===== config.mk =====
export PLATFORM = sky130hd
export DESIGN_NAME = clksw_seq
export DESIGN_NICKNAME = d
export VERILOG_FILES = /design/src/rtl/clk_pkg.sv /design/src/rtl/lock_filt.sv /design/src/rtl/clksw_seq.sv
export SDC_FILE = /design/constraint.sdc
export NUM_CORES = 1
export LEC_CHECK = 0
export CAP_MARGIN = 30
export CORE_AREA = 2 2 83 85
export DETAILED_ROUTE_END_ITERATION = 8
export DIE_AREA = 0 0 85 87
export HOLD_SLACK_MARGIN = 0.03
export PLACE_DENSITY = 0.73
export SLEW_MARGIN = 20
export SYNTH_ARGS = -nofsm -noshare
export SYNTH_HDL_FRONTEND = slang
export SYNTH_HIERARCHICAL = 1
export SYNTH_SLANG_ARGS = --single-unit

===== constraint.sdc =====
create_clock -name clk -period 2.22 [get_ports clk]
set_input_delay 0.666 -clock clk [delete_from_list [all_inputs] [get_ports clk]]
set_output_delay 0.666 -clock clk [all_outputs]
set_load 0.03 [all_outputs]

===== src/rtl/clk_pkg.sv =====
// Shared types and defaults for the clock-source switch sequencer.
// Holds the sequencer state encoding, default timing and a width helper.
package clk_pkg;

  typedef enum logic [2:0] {
    ST_RUN,
    ST_BLANK,
    ST_WAIT_LOCK,
    ST_SWITCH,
    ST_SETTLE
  } state_e;

  localparam int DEF_NUM_SRC       = 4;
  localparam int DEF_SEL_W         = 2;
  localparam int DEF_LOCK_FILT     = 16;
  localparam int DEF_BLANK_CYCLES  = 8;
  localparam int DEF_SETTLE_CYCLES = 64;
  localparam int DEF_LOCK_TMO      = 65535;

  // Bits needed to hold values 0..value-1.
  function automatic int clog2(input int value);
    int res;
    res = 0;
    while ((32'd1 << res) < value) res++;
    return res;
  endfunction

endpackage


===== src/rtl/lock_filt.sv =====
// Lock filter for one clock source: 2-FF synchroniser followed by a saturating
// counter that must see LOCK_FILT consecutive high cycles before reporting lock.
module lock_filt
  import clk_pkg::*;
#(
  parameter int LOCK_FILT = DEF_LOCK_FILT
) (
  input  logic clk,
  input  logic reset,
  input  logic raw_i,
  output logic locked_o
);

  localparam int                CNT_W   = clog2(LOCK_FILT + 1);
  localparam logic [CNT_W-1:0]  CNT_MAX = CNT_W'(LOCK_FILT);

  logic [1:0]       sync_q;
  logic [CNT_W-1:0] cnt_q, cnt_d;

  // NOTE: every path assigns cnt_d because of the default first line; without it
  // the combinational block would infer a latch.
  always_comb begin
    cnt_d = cnt_q;
    if (!sync_q[1])            cnt_d = '0;
    else if (cnt_q != CNT_MAX) cnt_d = cnt_q + 1'b1;
  end

  // NOTE: non-blocking assignments so both synchroniser stages sample the
  // pre-edge values; blocking here would collapse the two flops into one.
  always_ff @(posedge clk or posedge reset) begin
    if (reset) begin
      sync_q <= '0;
      cnt_q  <= '0;
    end else begin
      sync_q <= {sync_q[0], raw_i};
      cnt_q  <= cnt_d;
    end
  end

  assign locked_o = (cnt_q == CNT_MAX);

endmodule


===== src/rtl/clksw_seq.sv =====
// Clock-source switch sequencer: blanks video, waits for the target PLL to lock,
// moves the glitch-free mux select, lets it settle, then releases video.
module clksw_seq
  import clk_pkg::*;
#(
  parameter int NUM_SRC       = DEF_NUM_SRC,
  parameter int SEL_W         = DEF_SEL_W,
  parameter int LOCK_FILT     = DEF_LOCK_FILT,
  parameter int BLANK_CYCLES  = DEF_BLANK_CYCLES,
  parameter int SETTLE_CYCLES = DEF_SETTLE_CYCLES,
  parameter int LOCK_TMO      = DEF_LOCK_TMO
) (
  input  logic               clk,
  input  logic               reset,
  input  logic [SEL_W-1:0]   mode_req,
  input  logic [NUM_SRC-1:0] src_locked,
  output logic [SEL_W-1:0]   clk_sel,
  output logic [SEL_W-1:0]   cur_mode,
  output logic               vid_blank,
  output logic               vid_rst,
  output logic               busy,
  output logic               err_tmo,
  output logic               err_badreq
);

  localparam int CNT_MAX_V = (SETTLE_CYCLES > BLANK_CYCLES) ? SETTLE_CYCLES : BLANK_CYCLES;
  localparam int CNT_W     = clog2(CNT_MAX_V + 1);
  localparam int TMO_W     = clog2(LOCK_TMO + 1);

  localparam logic [CNT_W-1:0] BLANK_LAST  = CNT_W'(BLANK_CYCLES - 1);
  localparam logic [CNT_W-1:0] SETTLE_LAST = CNT_W'(SETTLE_CYCLES - 1);
  localparam logic [TMO_W-1:0] TMO_MAX     = TMO_W'(LOCK_TMO);
  localparam logic [SEL_W:0]   NUM_SRC_W   = (SEL_W + 1)'(NUM_SRC);

  logic [NUM_SRC-1:0]      locked_f;
  logic [2**SEL_W-1:0]     locked_pad;
  logic                    req_valid, req_bad;

  state_e                  state_q;
  logic [SEL_W-1:0]        target_q, clk_sel_q, cur_mode_q;
  logic [CNT_W-1:0]        cnt_q;
  logic [TMO_W-1:0]        tmo_q;
  logic                    vid_blank_q, vid_rst_q, busy_q;
  logic                    err_tmo_q, err_badreq_q, bad_q;

  for (genvar i = 0; i < NUM_SRC; i++) begin : g_filt
    lock_filt #(.LOCK_FILT(LOCK_FILT)) u_filt (
      .clk      (clk),
      .reset    (reset),
      .raw_i    (src_locked[i]),
      .locked_o (locked_f[i])
    );
  end

  // Pad to the full select range so any select value indexes a defined bit.
  always_comb begin
    locked_pad              = '0;
    locked_pad[NUM_SRC-1:0] = locked_f;
  end

  assign req_valid = ({1'b0, mode_req} < NUM_SRC_W);
  assign req_bad   = !req_valid;

  always_ff @(posedge clk or posedge reset) begin
    if (reset) begin
      state_q      <= ST_WAIT_LOCK;
      target_q     <= '0;
      clk_sel_q    <= '0;
      cur_mode_q   <= '0;
      cnt_q        <= '0;
      tmo_q        <= '0;
      vid_blank_q  <= 1'b1;
      vid_rst_q    <= 1'b1;
      busy_q       <= 1'b1;
      err_tmo_q    <= 1'b0;
      err_badreq_q <= 1'b0;
      bad_q        <= 1'b0;
    end else begin
      err_badreq_q <= 1'b0;
      bad_q        <= 1'b0;
      case (state_q)
        ST_RUN: begin
          vid_blank_q <= 1'b0;
          vid_rst_q   <= 1'b0;
          busy_q      <= 1'b0;
          bad_q       <= req_bad;
          // Lock loss outranks a new request: retry the current source.
          if (!locked_pad[cur_mode_q] || (req_valid && mode_req != cur_mode_q)) begin
            state_q     <= ST_BLANK;
            target_q    <= locked_pad[cur_mode_q] ? mode_req : cur_mode_q;
            cnt_q       <= '0;
            vid_blank_q <= 1'b1;
            vid_rst_q   <= 1'b1;
            busy_q      <= 1'b1;
          end else if (req_bad && !bad_q) begin
            err_badreq_q <= 1'b1;
          end
        end
        ST_BLANK: begin
          if (cnt_q == BLANK_LAST) begin
            state_q <= ST_WAIT_LOCK;
            cnt_q   <= '0;
            tmo_q   <= '0;
          end else begin
            cnt_q <= cnt_q + 1'b1;
          end
        end
        ST_WAIT_LOCK: begin
          if (locked_pad[target_q]) begin
            state_q <= ST_SWITCH;
          end else if (tmo_q == TMO_MAX) begin
            err_tmo_q <= 1'b1;
            target_q  <= '0;
            tmo_q     <= '0;
          end else begin
            tmo_q <= tmo_q + 1'b1;
          end
        end
        ST_SWITCH: begin
          clk_sel_q <= target_q;
          cnt_q     <= '0;
          state_q   <= ST_SETTLE;
        end
        ST_SETTLE: begin
          if (!locked_pad[target_q]) begin
            state_q <= ST_BLANK;
            cnt_q   <= '0;
          end else if (cnt_q == SETTLE_LAST) begin
            cur_mode_q <= target_q;
            state_q    <= ST_RUN;
          end else begin
            cnt_q <= cnt_q + 1'b1;
          end
        end
        default: state_q <= ST_WAIT_LOCK;
      endcase
    end
  end

  assign clk_sel    = clk_sel_q;
  assign cur_mode   = cur_mode_q;
  assign vid_blank  = vid_blank_q;
  assign vid_rst    = vid_rst_q;
  assign busy       = busy_q;
  assign err_tmo    = err_tmo_q;
  assign err_badreq = err_badreq_q;

endmodule


# Word level (Yosys, flattened, before mapping)
# Cells that the tools add are included.
# W data, S select, Z words.
[totals] reg_bits=62 output_inout_bits=9 elab_cells=97
[classes] n_addsub=6 magnitude_cmp=2 eq_ne=27 n_mux=33 bitwise=1 reduce_logical=12
[ops] op="$mux W16" count=3
[ops] op="$mux W5" count=8
[ops] op="$pmux W16 S2" count=1
[ops] op="$mux W7" count=4
[ops] op="$pmux W7 S4" count=1
[ops] op="$add A5 B1 Y5 const B" count=4
[ops] op="$eq A5 B5 Y1 const B" count=4
[ops] op="$ne A5 B5 Y1 const B" count=4
[ops] op="$ne A2 B2 Y1 const B" count=9
[ops] op="$add A16 B1 Y16 const B" count=1
[ops] op="$eq A16 B16 Y1 const B" count=1
[ops] op="$mux W3" count=5
[ops] op="$pmux W3 S5" count=1
[ops] op="$reduce_and A3 Y1" count=4
[ops] op="$mux W2" count=4
[ops] op="$reduce_and A4 Y1" count=2
[ops] op="$add A7 B1 Y7 const B" count=1
[ops] op="$eq A7 B3 Y1 const B" count=1
[ops] op="$eq A7 B6 Y1 const B" count=1
[ops] op="$eq A3 B2 Y1 const B" count=2
[ops] op="$lt A2 B3 Y1 const B" count=2
[ops] op="$ne A3 B3 Y1 const B" count=2
[ops] op="$bmux W1 S2" count=2
[ops] op="$pmux W2 S2" count=1
[ops] op="other kinds (10)" count=13

# Depth between registers and ports, before layout
# Gate-level depths: netlist (run 1).
[depth] word_depth=7 ltp_mapped=10 ltp_nobuf=8

# By module
# Netlist (run 1), hierarchy kept.
[by_module_without_submodules] mod="clksw_seq" n_inst=1 cells_each=219 area_each_um2=2040.7
[by_module_without_submodules] mod="lock_filt" n_inst=4 cells_each=30 area_each_um2=332.8

# Worst setup path after synthesis (run 1)
# Ideal clock, no wire load.
[synth_timing] path_type="register to register" startpoint="reg g_filt[3].u_filt.cnt_q[0]" endpoint="reg tmo_q[14]" arrival_ns=2.245 required_time_ns=2.137 setup_slack_ns=-0.107 path_stages_with_launch=10 path_buffers=1 synth_period_minus_slack_ns=2.327 cell_sequence="dfrtp_1 > inv_1 > ha_1 > nor4bb_1 > buf_4 > mux4_2 > or2_4 > a21o_4 > or3_1 > o21ai_0"
[synth_via] elab_chain_cells=5
[synth_lines] element="start, declared" line_no="lock_filt.sv:18" source="logic [CNT_W-1:0] cnt_q, cnt_d;"
[synth_lines] element="start signal, assigned" line_no="lock_filt.sv:36" source="cnt_q <= cnt_d;"
[synth_lines] element="$eq A5 B5 Y1" line_no="lock_filt.sv:40" source="assign locked_o = (cnt_q == CNT_MAX);"
[synth_lines] element="via locked_f[3]" line_no="clksw_seq.sv:35" source="logic [NUM_SRC-1:0] locked_f;"
[synth_lines] element="$bmux W1 S2" line_no="clksw_seq.sv:109" source="if (locked_pad[target_q]) begin"
[synth_lines] element="$mux W1 (not written as such)" line_no="clksw_seq.sv:109"
[synth_lines] element="$ne A2 B2 Y1 (no line)"
[synth_lines] element="$reduce_and A3 Y1 (no line)"
[synth_lines] element="end signal, assigned" line_no="clksw_seq.sv:116" source="tmo_q <= tmo_q + 1'b1;"
[synth_lines] element="end, declared" line_no="clksw_seq.sv:42" source="logic [TMO_W-1:0] tmo_q;"
# The timed path passes the listed nets, and every way through them passes these cells. The select of a mux whose other input is x is not followed.
# A chain may end at the register's enable or synchronous reset.

# Final worst setup path (run 1)
[layout_timing] startpoint="reg g_filt[2].u_filt.cnt_q[1]" endpoint="reg tmo_q[10]"
[layout_via] elab_chain_cells=5
[layout_lines] element="start, declared" line_no="lock_filt.sv:18"
[layout_lines] element="start signal, assigned" line_no="lock_filt.sv:36"
[layout_lines] element="$eq A5 B5 Y1" line_no="lock_filt.sv:40"
[layout_lines] element="via locked_f[2]" line_no="clksw_seq.sv:35"
[layout_lines] element="$bmux W1 S2" line_no="clksw_seq.sv:109"
[layout_lines] element="$mux W1 (not written as such)" line_no="clksw_seq.sv:109"
[layout_lines] element="$ne A2 B2 Y1 (no line)"
[layout_lines] element="$reduce_and A3 Y1 (no line)"
# The timed path passes the listed nets, and every way through them passes these cells. The select of a mux whose other input is x is not followed.

==> results.py, run 1 <==
metrics = {
    "routing": {
        "drc": 0,
        "antenna_left": 0,
        "detail_route.iter0.violations": 163,
        "wl_per_cell_um": 14.8,
        "route.detailed.vias_per_inst": 5.47,
        "totalWireLength_mm": 7.11,
        "routed-via-count": 2635,
        "dr.pass1.iters": 4,
    },
    "logic_synthesis": {
        "syn_area_per_cell_um2": 9.95,
        "postSynth.topFlopCell": "dfrtp_1",
        "synth.net_count": 357,
        "synth-warning-count": 6,
        "xor_and_xnor_area_share_after_synthesis_pct": 1.56,
        "synth_adder_area_share_pct": 3.71,
        "syn-instance-count": 339,
        "muxShareOfSynthArea_pct": 9.94,
        "synth.yosys.seq_area_share_pct": 46.1,
        "cell_area_after_synthesis_um2": 3370,
        "dominant_combinational_cell_family_by_area_after_synthesis": "simple AND/OR/NAND/NOR gates",
        "yosys.area_share.simple_pct": 21.6,
        "synthDistinctLibCells": 57,
        "synth_edf_count": 0,
        "ys_async_sr_fraction_pct": 100,
        "yosys_register_bits": 62,
        "synth_compound_area_share_pct": 11.6,
    },
    "timing": {
        "finalCriticalPeriod_ns": 2.24,
        "setup_viol_count_final": 1,
        "fin_setup_tns_ns": -0.0239,
        "fmax_ghz": 0.446,
        "timing_hold_violations_final": 0,
        "rsz_0062_raised_after_global_routing": "yes",
        "clock_skew_ns": 0.00718,
        "layout_setup_ws_ns": -0.0239,
        "timing_max_transition_violations_final": 0,
        "min_period_over_period_pct": 101,
    },
    "pwr": {
        "net-switching-power_mw": 0.534,
        "power_density_nw_per_um2": 574,
        "power.share.switching_pct": 21.7,
        "irDropWorstVdd_v": 0.000461,
        "pwr-share-clk_pct": 45.2,
        "intPower_mw": 1.92,
        "seq_power_share_pct": 48.0,
        "p_comb_share_pct": 6.7,
        "p_leak_nw": 1.96,
    },
    "global_route": {
        "grt_antenna_before_repair": 0,
        "grt_pass1_vias": 2754,
        "grt_start_max_net_pins": 35,
        "grt_first_pass_wirelength_mm": 12.5,
        "globalRouteTotalUtil_pct": 21.2,
        "overflow": 0,
    },
    "critical_path": {
        "cp-end-kind": "flip-flop",
        "setup.worst_path.class": "reg -> reg",
        "r2r_end": "tmo_q[10]",
        "cp_data_required_time_ns": 2.44,
        "rrSetupSlack_ns": -0.02,
        "worst-endpoint-arrival_ns": 2.46,
        "timing.reg2reg.worst_path_depth": 9,
        "crit_fanout": 5,
        "regToRegStartpoint": "g_filt[2].u_filt/cnt_q[1]",
        "critical_path_launch_point_type": "flip-flop",
    },
    "cts": {
        "clock_sinks": 62,
        "clkTransAtPathRegs_ns": 0.07,
        "clkLatencyLatePin_ns": 0.34,
        "cts_tree": "done",
        "clock_tree.root_cell": "clkbuf_8",
        "htree_num_levels": 3,
        "cts_inserted_buffers": 9,
        "clock_tree.buffer_depth": 2,
        "cts_hold_repair.buffers": 0,
    },
    "placement": {
        "detailed_place_hpwl_mm": 4.97,
        "io_buffers": 15,
        "globalplace.congestion": 0.844,
    },
    "floorplan": {
        "die_h_um": 87,
        "die_x_um": 85,
        "die_area_um2": 7400,
        "core_area_um2": 6570,
        "num_io_pins": 17,
        "num_rows": 30,
        "initial_utilization_pct": 51.3,
    },
    "finish": {
        "postLayoutCoreUtil_pct": 65.2,
        "fraction_of_layout_cells_with_a_size_suffix_above_1_pct": 28.4,
        "areaGrowthSynthToFinish_pct": 27.0,
        "layout_common_cells": "dfrtp_1, buf_4, nand2_1",
        "layout.cells.most_common": "dfrtp_1",
        "antenna_cells": 0,
        "layout.nets": 416,
    },
    "worst_hold_path": {
        "whs_endpoint": "g_filt[0].u_filt/sync_q[1]",
        "whs_path_depth": 0,
        "hold_start": "g_filt[0].u_filt/sync_q[0]",
        "worstHoldPathType": "reg -> reg",
    },
    "run_status": {
        "status": "finished with violations",
        "violations": "negative setup slack",
    },
    "flow_run": {
        "cap_viol_max_count": 0,
    },
}
worst max-delay path by stage:
stage	start	to	slack [ns]	cells past startpoint
6_report	g_filt[2].u_filt/cnt_q[1]	tmo_q[10]	-0.02	9
3_5_place_dp	g_filt[2].u_filt/cnt_q[1]	cnt_q[1]	-0.25	8
4_1_cts	g_filt[0].u_filt/cnt_q[0]	tmo_q[10]	-0.04	9
2_1_floorplan	g_filt[3].u_filt/cnt_q[0]	tmo_q[5]	-0.02	9
5_1_grt	g_filt[0].u_filt/cnt_q[0]	tmo_q[10]	-0.15	9
3_3_place_gp	g_filt[2].u_filt/cnt_q[1]	cnt_q[1]	-0.13	8
per-stage QoR:
stage / setup slack, ns / hold WS, ns / power [mW] / area (µm²) / std cells
after floorplan: -0.0157 / 0.331 / 1.28 / 3390 / 339
after global placement: -0.134 / 0.335 / 1.35 / 3890 / 463
after detailed placement: -0.255 / 0.336 / 1.36 / 3890 / 463
after CTS: -0.0370 / 0.352 / 2.48 / 4220 / 481
after global routing: -0.153 / 0.361 / 2.55 / 4280 / 482
final: -0.0239 / 0.348 / 2.46 / 4280 / 482
cell families after synthesis:
group	Yosys count
simple gates	132
flops	62
compound gates	60
buf+inv	38
mux	30
fa+ha+maj	10
xor+xnor	6
other cells	1
power by group through the flow:
stage / logic, mW / clock network, mW / registers, mW
2_1_floorplan: 0.0797 / 0 / 1.20
3_3_place_gp: 0.154 / 0 / 1.20
3_5_place_dp: 0.159 / 0 / 1.20
4_1_cts: 0.167 / 1.14 / 1.18
5_1_grt: 0.187 / 1.18 / 1.18
6_report: 0.166 / 1.11 / 1.18
cells in the mapped netlist (3+ instances only):
cell type | n | share of area, %
dfrtp_1 | 60 | 45
nand2_1 | 42 | 4.7
inv_1 | 25 | 2.8
nand3_1 | 21 | 3.1
mux2i_1 | 20 | 5.9
o21ai_0 | 17 | 2.5
a21oi_1 | 14 | 2.1
nand2b_1 | 14 | 2.6
nor2_1 | 11 | 1.2
ha_1 | 10 | 3.7
mux2_2 | 8 | 2.7
nor3b_1 | 8 | 1.8
or3_1 | 8 | 1.5
buf_4 | 7 | 1.6
xnor2_1 | 6 | 1.6
nor4bb_1 | 4 | 1.2
a21o_1 | 3 | 0.67
a31oi_1 | 3 | 0.56
and3_1 | 3 | 0.56
nand4_1 | 3 | 0.56
nor3_1 | 3 | 0.45
o21ai_1 | 3 | 0.45
or2_2 | 3 | 0.56
per-layer routing:
metal,track usage (%),up-vias,part of all wire [%]
met4,8.37,0,1.5
li1,-,1307,-
met1,25.4,1287,45
met5,0,-,0
met2,38.2,33,52
met3,3.13,8,2.3
layout make-up:
| cell class | instances | area (µm²) |
|---|---|---|
| fill | 525 | 2290 |
| multi-input combinational | 239 | 1790 |
| clock inverter | 4 | 70.1 |
| inverter | 25 | 93.8 |
| sequential | 62 | 1550 |
| clock buffer | 11 | 151 |
| timing repair buffer | 61 | 527 |
| tap | 80 | 100 |
critical path, stage by stage (launching register included):
cell      delay, ns
dfrtp_1        0.35
inv_1          0.05
ha_2           0.17
nor4bb_4       0.16
mux4_2         0.51
buf_6          0.15
nor3b_4        0.21
o21bai_4       0.11
o21a_1         0.19
a31o_2         0.21
sequential cells by signal (all words and copies together) (netlist names):
register	cells
g_filt.u_filt/cnt_q	20
tmo_q	16
g_filt.u_filt/sync_q	8
cnt_q	7
state_q	3
clk_sel	2
cur_mode	2
target_q	2
busy	1
err_tmo	1
what timing repair did:
action | CTS | global route
pin swaps | 10 | 10
gates resized for setup | 23 | 17
cloned | 0 | 0
setup buffers | 5 | 1
setup endpoints to repair | 32 | 28
endpoints found under the hold margin | 0 | 0
No activity file was read; power rests on OpenSTA's default activity.
==> inputs of run 2 (changes only) <==
REMOVE_ABC_BUFFERS = 1   (was unset)
==> results.py, run 2 (synthesis results as in run 1) <==
metrics = {
    "global_route": {
        "grt_start_max_net_pins": 35,
        "globalRouteTotalUtil_pct": 21.2,
        "grt_first_pass_wirelength_mm": 12.4,
        "grt_antenna_before_repair": 0,
        "overflow": 0,
        "grt_pass1_vias": 2711,
    },
    "run_status": {
        "violations": "negative setup slack",
        "status": "finished with violations",
    },
    "routing": {
        "drc": 0,
        "dr.pass1.iters": 4,
        "wl_per_cell_um": 14.8,
        "totalWireLength_mm": 7.20,
        "routed-via-count": 2649,
        "antenna_left": 0,
        "detail_route.iter0.violations": 76,
        "route.detailed.vias_per_inst": 5.44,
    },
    "timing": {
        "setup_viol_count_final": 11,
        "timing_hold_violations_final": 0,
        "clock_skew_ns": 0.00608,
        "fin_setup_tns_ns": -0.321,
        "rsz_0062_raised_after_global_routing": "yes",
        "finalCriticalPeriod_ns": 2.28,
        "fmax_ghz": 0.438,
        "layout_setup_ws_ns": -0.0605,
        "min_period_over_period_pct": 103,
        "timing_max_transition_violations_final": 0,
        "fin_hold_ws_ns": 0.350,
    },
    "cts": {
        "clock_tree.root_cell": "clkbuf_8",
        "cts_inserted_buffers": 9,
        "clkTransAtPathRegs_ns": 0.07,
        "clkLatencyLatePin_ns": 0.34,
        "clock_sinks": 62,
        "clock_tree.buffer_depth": 2,
        "cts_tree": "done",
        "htree_num_levels": 3,
    },
    "critical_path": {
        "crit_fanout": 7,
        "worstSetupStartpoint": "g_filt[0].u_filt/cnt_q[1]",
        "cp_data_required_time_ns": 2.49,
        "setup.worst_path.class": "reg -> reg",
        "regToRegStartpoint": "g_filt[0].u_filt/cnt_q[1]",
        "worst-endpoint-arrival_ns": 2.55,
        "cp-end-kind": "flip-flop",
        "critical_path_launch_point_type": "flip-flop",
    },
    "floorplan": {
        "num_io_pins": 17,
        "initial_utilization_pct": 51.3,
        "core_area_um2": 6570,
        "num_rows": 30,
        "die_h_um": 87,
        "die_area_um2": 7400,
        "die_x_um": 85,
    },
    "finish": {
        "layout.cells.most_common": "dfrtp_1",
        "largest_register": "g_filt.u_filt/cnt_q",
        "final_design_area_no_fill_um2": 4240,
        "final-instance-count-excl-fill": 487,
        "antenna_cells": 0,
        "areaGrowthSynthToFinish_pct": 25.9,
        "largest_registers": "g_filt.u_filt/cnt_q (20), tmo_q (16), g_filt.u_filt/sync_q (8)",
        "fraction_of_layout_cells_with_a_size_suffix_above_1_pct": 26.8,
        "layout.nets": 421,
        "layout_common_cells": "dfrtp_1, buf_4, nand2_1",
        "max_reg_flops": 20,
    },
    "placement": {
        "detailed_place.area_um2": 3870,
        "dp.cells": 464,
        "detailed_place_hpwl_mm": 5.08,
        "io_buffers": 15,
        "globalplace.congestion": 0.901,
    },
    "pwr": {
        "net-switching-power_mw": 0.542,
        "pwr-share-clk_pct": 41.9,
        "p_leak_nw": 1.96,
        "power_density_nw_per_um2": 548,
        "irDropWorstVdd_v": 0.000470,
        "intPower_mw": 1.78,
        "p_comb_share_pct": 7.3,
        "seq_power_share_pct": 50.8,
        "power.share.switching_pct": 23.3,
    },
    "worst_hold_path": {
        "hold_start": "g_filt[0].u_filt/sync_q[0]",
        "worstHoldPathType": "reg -> reg",
    },
    "flow_run": {
        "cap_viol_max_count": 0,
    },
}
## run 2: cell count changes in the layout (fill, tap and decap cells not counted), moves of 3 or more
cell	delta
a21oi_1	+7
a21oi_2	-7
buf_4	+5
o21ai_1	+4
o21ai_2	-3
## run 2: cell type report
cell class              count  area, µm²
fillers                   523       2320
multi-input cells         239       1750
flip-flops and latches     62       1550
repair buffers             66        554
clock buffers              11        141
well taps                  80        100
inverters                  25       93.8
clock inverters             4       47.5
## run 2: per-stage QoR
| step | utilization (%) | worst slack, ns | power (mW) |
|---|---|---|---|
| CTS | 63.7 | -0.0703 | 2.35 |
| finish | 64.6 | -0.0605 | 2.33 |
| detailed placement | 58.9 | -0.341 | 1.36 |
| global placement | 58.9 | -0.209 | 1.35 |
| floorplan | - | -0.548 | 1.28 |
| global route | 64.6 | -0.157 | 2.43 |
## run 2: path summary, 6_finish.rpt
path	end	slack, ns	depth (start not counted)
max in group asynchronous	state_q[1]	1.13	3
hold reg to reg	g_filt[0].u_filt/sync_q[1]	0.35	0
setup reg to reg	tmo_q[5]	-0.06	9
setup / recovery	tmo_q[5]	-0.06	9
min in group asynchronous	g_filt[1].u_filt/cnt_q[1]	0.72	2
hold / removal	g_filt[0].u_filt/sync_q[1]	0.35	0
## run 2: repair_timing
action / in CTS / in global routing
resized for setup: 30 / 14
buffers inserted: 8 / 2
setup endpoints to repair: 33 / 30
pin swaps: 14 / 10
hold buffers: 0 / 0
## run 2: critical path, stage by stage (launching register included)
cell and delay (ns):
dfrtp_1 0.35, inv_1 0.05, ha_2 0.17, nor4bb_4 0.17
mux4_2 0.49, buf_6 0.14, or2_4 0.24, a21o_4 0.21
or3_1 0.30, o21ai_1 0.08
## run 2: power by group through the flow
stage / registers [mW] / logic [mW] / clock network [mW]
after CTS: 1.18 / 0.167 / 1.00
after global placement: 1.20 / 0.149 / 0
after detailed placement: 1.20 / 0.157 / 0
after global routing: 1.18 / 0.192 / 1.06
final: 1.18 / 0.170 / 0.974
after floorplan: 1.20 / 0.0766 / 0
## run 2: metal layers
layer  track usage [%]  wire length [µm]
met5                 0                 0
met4              8.23               116
met3              5.02               229
met2              37.6              3630
met1              24.7              3230
